`src/rtl/bram_pkg.sv`:
```
// Shared constants and FSM states for the burst reader
// and the memory it fronts.
package bram_pkg;
  localparam int DEPTH = 10;
  localparam int AW = 4;
  localparam int DW = 4;

  typedef enum logic [1:0] {
    IDLE,
    WAIT,
    CAPT,
    PRES
  } state_t;
endpackage

```
`src/rtl/bram_addr_step.sv`:
```
// Modulo-DEPTH address increment.
// Wraps to zero after the last valid location.
module bram_addr_step #(
  parameter int DEPTH = 10,
  parameter int AW = 4
) (
  input  logic [AW-1:0] addr,
  output logic [AW-1:0] next_addr
);
  localparam logic [AW-1:0] LAST = AW'(DEPTH - 1);

  assign next_addr = (addr == LAST) ? '0 : addr + AW'(1);
endmodule

```
`src/rtl/bram_reader.sv`:
```
// Burst reader: walks a synchronous memory one word
// at a time and hands each word downstream.
module bram_reader #(
  parameter int DEPTH = bram_pkg::DEPTH,
  parameter int AW = bram_pkg::AW,
  parameter int DW = bram_pkg::DW
) (
  input  logic          clk,
  input  logic          rst,
  input  logic          start,
  input  logic [AW-1:0] start_addr,
  input  logic [AW-1:0] length,
  output logic [AW-1:0] addr,
  input  logic [DW-1:0] mem_data,
  output logic [DW-1:0] out_data,
  output logic          out_valid,
  input  logic          out_ready,
  output logic          busy,
  output logic          done,
  output logic          err,
  output logic [7:0]    sum
);
  import bram_pkg::*;

  localparam logic [AW:0] LIMIT = (AW + 1)'(DEPTH);

  state_t        state;
  state_t        state_n;
  logic [AW-1:0] remaining;
  logic [AW-1:0] remaining_n;
  logic [AW-1:0] addr_n;
  logic [AW-1:0] addr_step;
  logic [DW-1:0] out_data_n;
  logic          out_valid_n;
  logic          busy_n;
  logic          done_n;
  logic          err_n;
  logic [7:0]    sum_n;
  logic          legal;
  logic          hs;

  bram_addr_step #(
    .DEPTH(DEPTH),
    .AW   (AW)
  ) u_step (
    .addr     (addr),
    .next_addr(addr_step)
  );

  assign legal = (length != '0)
              && ({1'b0, length} <= LIMIT)
              && ({1'b0, start_addr} < LIMIT);

  assign hs = out_valid && out_ready;

  always_comb begin
    state_n     = state;
    addr_n      = addr;
    remaining_n = remaining;
    out_data_n  = out_data;
    out_valid_n = out_valid;
    busy_n      = busy;
    done_n      = 1'b0;
    err_n       = 1'b0;
    sum_n       = sum;
    unique case (state)
      IDLE: begin
        // done is high in the first IDLE cycle; start is
        // not honoured until it has dropped
        if (start && !done) begin
          if (legal) begin
            addr_n      = start_addr;
            remaining_n = length;
            sum_n       = '0;
            busy_n      = 1'b1;
            state_n     = WAIT;
          end else begin
            err_n = 1'b1;
          end
        end
      end
      WAIT: begin
        state_n = CAPT;
      end
      CAPT: begin
        out_data_n  = mem_data;
        out_valid_n = 1'b1;
        state_n     = PRES;
      end
      PRES: begin
        if (hs) begin
          out_valid_n = 1'b0;
          sum_n       = sum + 8'(out_data);
          if (remaining > AW'(1)) begin
            addr_n      = addr_step;
            remaining_n = remaining - AW'(1);
            state_n     = WAIT;
          end else begin
            done_n  = 1'b1;
            busy_n  = 1'b0;
            state_n = IDLE;
          end
        end
      end
      default: begin
        state_n = IDLE;
      end
    endcase
  end

  always_ff @(posedge clk) begin
    if (rst) begin
      state     <= IDLE;
      addr      <= '0;
      remaining <= '0;
      out_data  <= '0;
      out_valid <= 1'b0;
      busy      <= 1'b0;
      done      <= 1'b0;
      err       <= 1'b0;
      sum       <= '0;
    end else begin
      state     <= state_n;
      addr      <= addr_n;
      remaining <= remaining_n;
      out_data  <= out_data_n;
      out_valid <= out_valid_n;
      busy      <= busy_n;
      done      <= done_n;
      err       <= err_n;
      sum       <= sum_n;
    end
  end
endmodule

```
`config.mk`:
```
export PLATFORM = sky130hd
export DESIGN_NAME = bram_reader
export DESIGN_NICKNAME = d
export VERILOG_FILES = /design/src/rtl/bram_pkg.sv /design/src/rtl/bram_addr_step.sv /design/src/rtl/bram_reader.sv
export SDC_FILE = /design/constraint.sdc
export NUM_CORES = 1
export LEC_CHECK = 0
export ABC_AREA = 1
export BUFFER_PORTS_ARGS = -buffer_cell sky130_fd_sc_hd__buf_2
export CORE_MARGIN = 2
export CORE_UTILIZATION = 54
export CTS_BUF_LIST = sky130_fd_sc_hd__clkbuf_16
export DETAILED_ROUTE_END_ITERATION = 8
export GPL_TIMING_DRIVEN = 1
export PLACE_DENSITY = 0.85
export SETUP_SLACK_MARGIN = 0.2
export SLEW_MARGIN = 20
export SYNTH_ARGS = -nofsm -noshare
export SYNTH_HDL_FRONTEND = slang
export SYNTH_HIERARCHICAL = 1
export SYNTH_SLANG_ARGS = --single-unit
```
`constraint.sdc`:
```
create_clock -name clk -period 1.7 [get_ports clk]
set_input_delay 0.085 -clock clk [delete_from_list [all_inputs] [get_ports clk]]
set_output_delay 0.085 -clock clk [all_outputs]
set_load 0.005 [all_outputs]
```
=== After elaboration in Yosys (flattened, before gate mapping) ===
Cells that the tools add are included.

* Divide/modulo/power cells: 0
* Equal/unequal tests: 9
* Reduce and logical (&&, ||, !) cells: 16
* Multiply operators: 0
* Multiplexer cells: 29
* Shift operators: 0
* Order comparisons: 3
* Bitwise gates (word level): 4
* Add/sub/neg operators: 3

{| class="wikitable"
|+ Operator list
! operator !! number
|-
| $mux W4 || 9
|-
| $mux W8 || 3
|-
| $pmux W4 S2 || 2
|-
| $pmux W8 S2 || 1
|-
| $ne A2 B2 Y1 const B || 5
|-
| $reduce_and A5 Y1 || 2
|-
| $add A8 B4 Y8 || 1
|-
| $mux W1 || 8
|-
| $pmux W2 S4 || 1
|-
| $mux W2 || 3
|-
| $reduce_or A3 Y1 || 2
|-
| $add A4 B1 Y4 const B || 1
|-
| $eq A2 B2 Y1 const B || 2
|-
| $eq A4 B4 Y1 const B || 1
|-
| $gt A4 B1 Y1 const B || 1
|-
| $le A4 B4 Y1 const B || 1
|-
| $logic_and A1 B1 Y1 || 4
|-
| $lt A4 B4 Y1 const B || 1
|-
| $not A1 Y1 || 4
|-
| $pmux W1 S2 || 2
|-
| $reduce_and A4 Y1 || 1
|-
| $reduce_bool A2 Y1 || 2
|-
| $reduce_bool A4 Y1 || 1
|-
| $sub A4 B1 Y4 const B || 1
|-
| 5 further kinds || 5
|}

* Bits in latches: 0
* RAM bits: 0
* Register bits: 26
* Input port bits: 16
* Memories kept: 0
* Logic and storage cells: 73
* ROM bits: 0
* Output and inout port bits: 20

=== Depth between registers and ports, before layout ===
Gate-level depths: netlist (run 1).

* Word-level depth: 6
* Depth in mapped cells: 10
* Depth with buffers taken out: 10

=== Modules after synthesis ===
The synthesis (run 1) kept the hierarchy.

{| class="wikitable"
|+ By module, submodules not included
! module !! cells each !! instances !! sequential area each (um2) !! area each (um2)
|-
| bram_reader || 230 || 1 || 520.5 || 1,576.5
|-
| bram_addr_step || 16 || 1 || 0.0 || 76.3
|}

=== Worst setup path before layout (run 1) ===
OpenSTA, ideal clock, no wires.

* Path kind: reg2reg
* Start: register out_data[0]
* End: register sum[4]
* Data required time: 1,585 ps
* Arrival time: 1,351 ps
* Stages on the path, launching flop included: 9
* Path slack: 234 ps
* Buffers on the path: 0
* Period minus slack after synthesis: 1,466 ps
* Library setup time: 115 ps
* Path through: dfxtp_1 -> ha_1 -> fa_1 -> a21oi_1 -> o21bai_1 -> nand4_1 -> nand2_1 -> nand2_1 -> nor2_1

* Word-level cells in the longest chain between the ends: 3

{| class="wikitable"
|+ RTL lines
! what !! RTL line !! RTL
|-
| start, declared || bram_reader.sv:15 || <nowiki>output logic [DW-1:0] out_data,</nowiki>
|-
| start signal, assigned || bram_reader.sv:126 || <nowiki>out_data <= out_data_n;</nowiki>
|-
| $add A8 B4 Y8 || bram_reader.sv:93 || <nowiki>sum_n = sum + 8'(out_data);</nowiki>
|-
| $mux W8 || bram_reader.sv:91 || <nowiki>if (hs) begin</nowiki>
|-
| $pmux W8 S2 || bram_reader.sv:66 || <nowiki>unique case (state)</nowiki>
|-
| end signal, assigned || bram_reader.sv:131 || <nowiki>sum <= sum_n;</nowiki>
|-
| end, declared || bram_reader.sv:21 || <nowiki>output logic [7:0] sum</nowiki>
|}

Every way passes these cells. The select of a mux whose other input is x is not followed.
A chain may end at the register's enable or synchronous reset.

=== Final worst setup path (run 1) ===
* Start: register remaining[1]
* End: register remaining[3]

* Word-level cells in the longest chain between the ends: 4
* Elaborated cells on any way between the ends: 7
* Classes of those cells: add/sub (1); order compare (1); eq/ne (1); mux (3); reduce/logical (1)

{| class="wikitable"
|+ RTL lines
! what !! RTL line !! RTL
|-
| start, declared || bram_reader.sv:29 || <nowiki>logic [AW-1:0] remaining;</nowiki>
|-
| start signal, assigned || bram_reader.sv:125 || <nowiki>remaining <= remaining_n;</nowiki>
|-
| $sub A4 B1 Y4 || bram_reader.sv:96 || <nowiki>remaining_n = remaining - AW'(1);</nowiki>
|-
| $mux W4 || bram_reader.sv:94 || <nowiki>if (remaining > AW'(1)) begin</nowiki>
|-
| $mux W4 || bram_reader.sv:91 ||
|-
| $pmux W4 S2 || bram_reader.sv:66 ||
|}

Parallel ways exist; a longest one is shown, timed or not. The select of a mux whose other input is x is not followed.

==> results of run 1 <==
flip-flops by register name (all words and copies together), names as in the netlist:
signal / flops
addr: 4
busy: 1
done: 1
err: 1
out_data: 4
out_valid: 1
remaining: 4
state: 2
sum: 8
kinds of logic after synthesis:
family | Yosys count | share of synthesized area, %
AOI/OAI and AO/OA | 38 | 13.2
xor gates and xnor gates | 3 | 1.59
adders and majority gates | 11 | 8.78
buffers and inverters | 35 | 8.71
DFF | 26 | 31.5
and+or+nand+nor | 133 | 36.3
cells in the final DEF, fill, tap and decap left out, drive strengths merged, types with 7 or more instances in the layout:
| master | n |
|---|---|
| nand2 | 82 |
| inv | 29 |
| nor2 | 31 |
| ha | 10 |
| nand3 | 11 |
| buf | 50 |
| dfxtp | 26 |
| nand4 | 7 |
| o21ai | 17 |
| a21oi | 17 |
power groups by stage:
stage / clock [mW] / sequential (mW) / combinational (mW)
2_1_floorplan: 0 / 0.899 / 0.944
3_3_place_gp: 0 / 0.916 / 1.21
3_5_place_dp: 0 / 0.919 / 1.25
4_1_cts: 0.535 / 0.926 / 1.42
5_1_grt: 0.568 / 1.00 / 1.86
6_report: 0.540 / 0.980 / 1.68
through the flow:
| step | instances | total power, mW | utilization, % | instance area (µm²) |
|---|---|---|---|---|
| after floorplan | 246 | 1.84 | - | 1650 |
| after CTS | 321 | 2.88 | 68.9 | 2050 |
| after global placement | 310 | 2.12 | 62.3 | 1850 |
| final | 328 | 3.20 | 73.4 | 2190 |
| after global routing | 328 | 3.43 | 73.4 | 2190 |
| after detailed placement | 310 | 2.17 | 62.3 | 1850 |
worst max-delay path, stage by stage (launching register included):
cell and delay [ps]:
dfxtp_2 340, inv_2 60, ha_2 180, o211ai_1 250, nand2_2 120, nor2_4 140
nand2_4 100, inv_8 110, nor2_1 50, nor2_1 120
per-layer routing:
layer / GRT usage, % / up-vias
li1: - / 886
met1: 30.0 / 836
met2: 43.6 / 71
met3: 3.71 / 14
met4: 11.7 / 0
met5: 0 / -
cell usage after synthesis (all sizes together):
library cell   n  area share [%]
a21oi         17             6.3
buf            4             1.4
clkbuf         2            0.45
dfxtp         26              31
fa             1             1.2
ha            10             7.6
inv           29             6.9
nand2         81              20
nand3         11             5.0
nand4          7             2.6
nor2          31             7.5
nor3           1            0.30
nor4           2            0.76
o211ai         1            0.45
o21ai         17             5.1
o21bai         2            0.91
o22ai          1            0.38
xor2           3             1.6
cell type report:
| type | count | area (µm²) | share of cell area [%] |
|---|---|---|---|
| Multi-Input combinational cell | 186 | 1110 | 50.8 |
| Tap cell | 33 | 41.3 | 1.89 |
| Clock buffer | 3 | 75.1 | 3.43 |
| Inverter | 29 | 126 | 5.78 |
| Sequential cell | 26 | 542 | 24.8 |
| Clock inverter | 1 | 3.75 | 0.172 |
| Timing Repair Buffer | 50 | 288 | 13.2 |
repair_timing:
item / in CTS / in global routing
pin swaps: 15 / 18
buffers inserted: 6 / 7
gates resized for setup: 22 / 24
endpoints found under the setup margin: 19 / 19
cloned: 1 / 0
final timing paths:
| check | start | to | depth (start not counted) |
|---|---|---|---|
| worst max-delay path | remaining[1]$_SDFFE_PP0P_ | remaining[3]$_SDFFE_PP0P_ | 9 |
| worst min-delay path | mem_data[3] | out_data[3]$_SDFFE_PP0P_ | 3 |
| worst max register to register | remaining[1]$_SDFFE_PP0P_ | remaining[3]$_SDFFE_PP0P_ | 9 |
| worst min register to register | done$_SDFF_PP0_ | err$_SDFF_PP0_ | 1 |
==> flow_summary_export.csv, run 1 <==
group,metric,value,unit
timing,timing.final.crit_share,90.8,%
placed_design,place_ws,86.4,ps
run_status,status,"complete, no violations",
floorplanning,chipWidth,59.3,µm
timing,layout_setup_ws,157,ps
timing,slew-limit-headroom,71.6,%
grt,track_usage,25.1,%
synthesis,synth_cell_types,28,
floorplanning,io_pins,36,
floorplanning,fp.dieH,59.3,µm
synthesis,syn-num-nets,273,
timing,post-route-min-period,1540,ps
worst_setup_path,cp.required,1890,ps
drt,viasPerCell,5.51,
flow_run,drv_cap,0,
synthesis,syn_inst,246,
pwr,switching_share,44.3,%
grt,grt_max_degree,17,
synthesis,ys_warn_count,6,
synthesis,synth_sequential_area_ratio,31.5,%
synthesis,syn_avg_cell_area,6.72,µm²
worst_setup_path,r2r_slack,160,ps
drt,met2WireLength,2300,µm
synthesis,synth_area,1650,µm²
pwr,seqPwrFrac,30.6,%
timing,tightest_slew,425,ps
layout,nNetsFinal,323,
timing,skew,3.75,ps
drt,postRouteAntennaNets,0,
pwr,power_frac_clock,16.9,%
timing,hold_ws,37.9,ps
grt,grt_pass1_wl,6720,µm
synthesis,synth_seq_cells,26,
hold_path,worst_hold_path_type,"input pin to flop",
clock_tree,h-tree-depth,1,
drt,wl_per_cell,14.0,µm
placed_design,gp_congestion,0.840,
pwr,p_comb_share,52.5,%
grt,antenna_found_initial,0,
pwr,p_int,1.78,mW
pwr,ir_drop,913,µV
layout,fill_cells,220,
timing,fmax,0.648,GHz
drt,first_iter_violations,78,
placed_design,portBuffers,35,
worst_setup_path,path_max_fanout,8,
clock_tree,cts.sinks,26,
timing,setup_violations,0,
grt,grt_overflow,0,
drt,drc,0,
clock_tree,cts_tree,"yes",
worst_setup_path,worst_setup_path_start_kind,"flop",
floorplanning,start_util,55.5,%
drt,m1WireLength,1900,µm
worst_setup_path,crit_arrival,1740,ps
placed_design,post-dp-hpwl,2710,µm
clock_tree,cts_hold_buf,0,
drt,wirelength,4590,µm
grt,grt_pass1_vias,1572,
floorplanning,fp.dieArea,3520,µm²
worst_setup_path,criticalPathCategory,"flop to flop",
layout,diodes,0,
clock_tree,cts_buffer_depth,2,
timing,hold_violations,0,
clock_tree,cts.clk_slew.worst_paths,70,ps
clock_tree,clk_latency,260,ps
worst_setup_path,end_kind,"flop",
floorplanning,core_area,2980,µm²
timing,tns,0,ps
drt,dr_total_vias,1807,
clock_tree,cts_buffers,3,
pwr,power_leakage,1.05,nW
pwr,power_density,1460,nW/µm²
pwr,switchingPower,1.42,mW
layout,layout-drive-gt1-share,36.6,%
drt,met3_length,243,µm
clock_tree,clock-root-buffer,"clkbuf_16",
timing,drv_slew,0,
timing,rsz0062_at_grt,"yes",
drt,top_layer,"met4",
layout,area_delta_synth_final,32.3,%
drt,dr.pass1.iters,4,
floorplanning,rows,20,
(Power assumes the default switching activity.)
==> run 2, diff against run 1 <==
--- a/config.mk
+++ b/config.mk
@@ -6,7 +6,7 @@
 export NUM_CORES = 1
 export LEC_CHECK = 0
 export ABC_AREA = 1
-export BUFFER_PORTS_ARGS = -buffer_cell sky130_fd_sc_hd__buf_2
+export BUFFER_PORTS_ARGS = -buffer_cell sky130_fd_sc_hd__buf_4
 export CORE_MARGIN = 2
 export CORE_UTILIZATION = 54
 export CTS_BUF_LIST = sky130_fd_sc_hd__clkbuf_16
==> flow_summary_export.csv, run 2 (synthesis gave the netlist of run 1 again) <==
group,metric,value,unit
layout,diodes,0,
floorplanning,chipWidth,59.3,µm
timing,post-route-min-period,1490,ps
layout,layout-drive-gt1-share,33.7,%
drt,wirelength,4030,µm
drt,viasPerCell,5.35,
worst_setup_path,end_kind,"flop",
flow_run,drv_cap,0,
floorplanning,start_util,55.5,%
layout,fin_area,2210,µm²
grt,grt_pass1_wl,6580,µm
worst_setup_path,path_max_fanout,8,
clock_tree,cts.clk_slew.worst_paths,60,ps
grt,grt_max_degree,17,
layout,final_common_cell,"nand2_1",
clock_tree,clock-root-buffer,"clkbuf_16",
timing,skew,3.18,ps
clock_tree,clk_latency,260,ps
layout,area_delta_synth_final,33.8,%
clock_tree,cts.sinks,26,
drt,dr_total_vias,1702,
grt,antenna_found_initial,0,
timing,fmax,0.670,GHz
pwr,power_density,1410,nW/µm²
floorplanning,fp.dieH,59.3,µm
pwr,power_frac_clock,16.7,%
pwr,power_leakage,1.02,nW
drt,drc,0,
layout,final_cell_mix,"nand2_1, buf_4, nor2_1, inv_1, dfxtp_1",
worst_setup_path,cp.required,1890,ps
timing,layout_setup_ws,208,ps
placed_design,place_area,1940,µm²
hold_path,min-delay-start,"mem_data[1]",
layout,fill_cells,239,
clock_tree,cts_buffer_depth,2,
layout,largest_reg_flops,8,
placed_design,place_ws,102,ps
grt,grt_overflow,0,
hold_path,min_path_cells,3,
pwr,switchingPower,1.36,mW
timing,timing.final.crit_share,87.8,%
worst_setup_path,r2r_cells,9,
timing,drv_slew,0,
grt,grt_pass1_vias,1501,
worst_setup_path,r2r_slack,210,ps
timing,setup_violations,0,
worst_setup_path,worst_setup_path_start_kind,"flop",
pwr,switching_share,43.6,%
pwr,ir_drop,1030,µV
timing,tns,0,ps
drt,wl_per_cell,12.7,µm
hold_path,worst_hold_path_type,"input pin to flop",
timing,hold_violations,0,
floorplanning,core_area,2980,µm²
drt,first_iter_violations,112,
grt,track_usage,24.1,%
drt,postRouteAntennaNets,0,
floorplanning,rows,20,
layout,regMostFlops,"sum",
clock_tree,cts_buffers,3,
pwr,seqPwrFrac,31.5,%
pwr,p_int,1.76,mW
run_status,status,"complete, no violations",
worst_setup_path,r2r-start,"remaining[0]$_SDFFE_PP0P_",
hold_path,whs_endpoint,"out_data[1]$_SDFFE_PP0P_",
timing,tightest_slew,409,ps
pwr,p_comb_share,51.8,%
placed_design,gp_congestion,0.854,
timing,slew-limit-headroom,72.7,%
worst_setup_path,crit_arrival,1680,ps
worst_setup_path,criticalPathCategory,"flop to flop",
clock_tree,h-tree-depth,1,
timing,rsz0062_at_grt,"yes",
floorplanning,io_pins,36,
drt,dr.pass1.iters,4,
clock_tree,cts_tree,"yes",
placed_design,portBuffers,35,
layout,nNetsFinal,313,
floorplanning,fp.dieArea,3520,µm²
worst_setup_path,reg2reg_to,"remaining[1]$_SDFFE_PP0P_",
placed_design,post-dp-hpwl,2720,µm
-- run 2: changes by cell type in the layout (fill, tap and decap cells not counted), sizes merged --
cell,previous run,this run
buf,50,40
clkinv,1,2
inv,29,28
-- run 2: power groups by stage --
| stage | Clock [mW] | Combinational (mW) | Sequential [mW] |
|---|---|---|---|
| 2_1_floorplan | 0 | 0.944 | 0.899 |
| 3_3_place_gp | 0 | 1.26 | 0.922 |
| 3_5_place_dp | 0 | 1.29 | 0.925 |
| 4_1_cts | 0.535 | 1.46 | 0.934 |
| 5_1_grt | 0.570 | 1.78 | 1.01 |
| 6_report | 0.523 | 1.62 | 0.985 |
-- run 2: area by class of cell --
cell class | count | area, µm² | share of cell area [%]
Clock buffer | 3 | 75.1 | 3.39
Clock inverter | 1 | 3.75 | 0.170
Inverter | 29 | 126 | 5.71
Multi-Input combinational cell | 186 | 1130 | 51.0
Sequential cell | 26 | 537 | 24.3
Tap cell | 33 | 41.3 | 1.87
Timing Repair Buffer | 40 | 300 | 13.6
-- run 2: repair_timing --
action / 4_1_cts / 5_1_grt
setup buffers: 2 / 1
pin swaps: 5 / 10
resized for setup: 21 / 27
endpoints found under the setup margin: 18 / 19
gates cloned: 1 / 0
hold buffers: 0 / 0
endpoints found under the hold margin: 0 / 0
-- run 2: worst max path at each step --
stage,start,to,slack [ps]
after floorplan,out_data[0]$_SDFFE_PP0P_,sum[4]$_SDFFE_PP0P_,230
after global placement,remaining[0]$_SDFFE_PP0P_,remaining[1]$_SDFFE_PP0P_,120
after detailed placement,remaining[0]$_SDFFE_PP0P_,remaining[3]$_SDFFE_PP0P_,100
after CTS,remaining[0]$_SDFFE_PP0P_,addr[2]$_SDFFE_PP0P_,190
after global routing,state[0]$_SDFFE_PP0P_,sum[7]$_SDFFE_PP0P_,100
final,remaining[0]$_SDFFE_PP0P_,remaining[1]$_SDFFE_PP0P_,210
-- run 2: critical path: stages (launching register included) --
cell      delay (ps)
dfxtp_4          390
inv_4             40
ha_4             150
o211ai_1         240
nand2_2          100
nor2_4           130
nand2_4          110
clkinv_8         110
nand2_2           50
a21oi_2          110
-- run 2: routing by layer --
layer  vias up  track usage [%]  wire length [µm]
met2        55             40.5              2100
met1       769             31.1              1650
li1        867                -                 -
met4         0             7.47                71
met5         -                0                 0
met3        11             4.59               210
-- run 2: stage by stage --
stage	hold slack [ps]	total power, mW	util [%]	std cells
floorplan	220	1.84	-	246
global placement	310	2.19	65.2	310
detailed placement	316	2.22	65.2	310
CTS	47.2	2.93	70.7	317
global route	56.4	3.36	74.3	318
finish	52.0	3.13	74.3	318
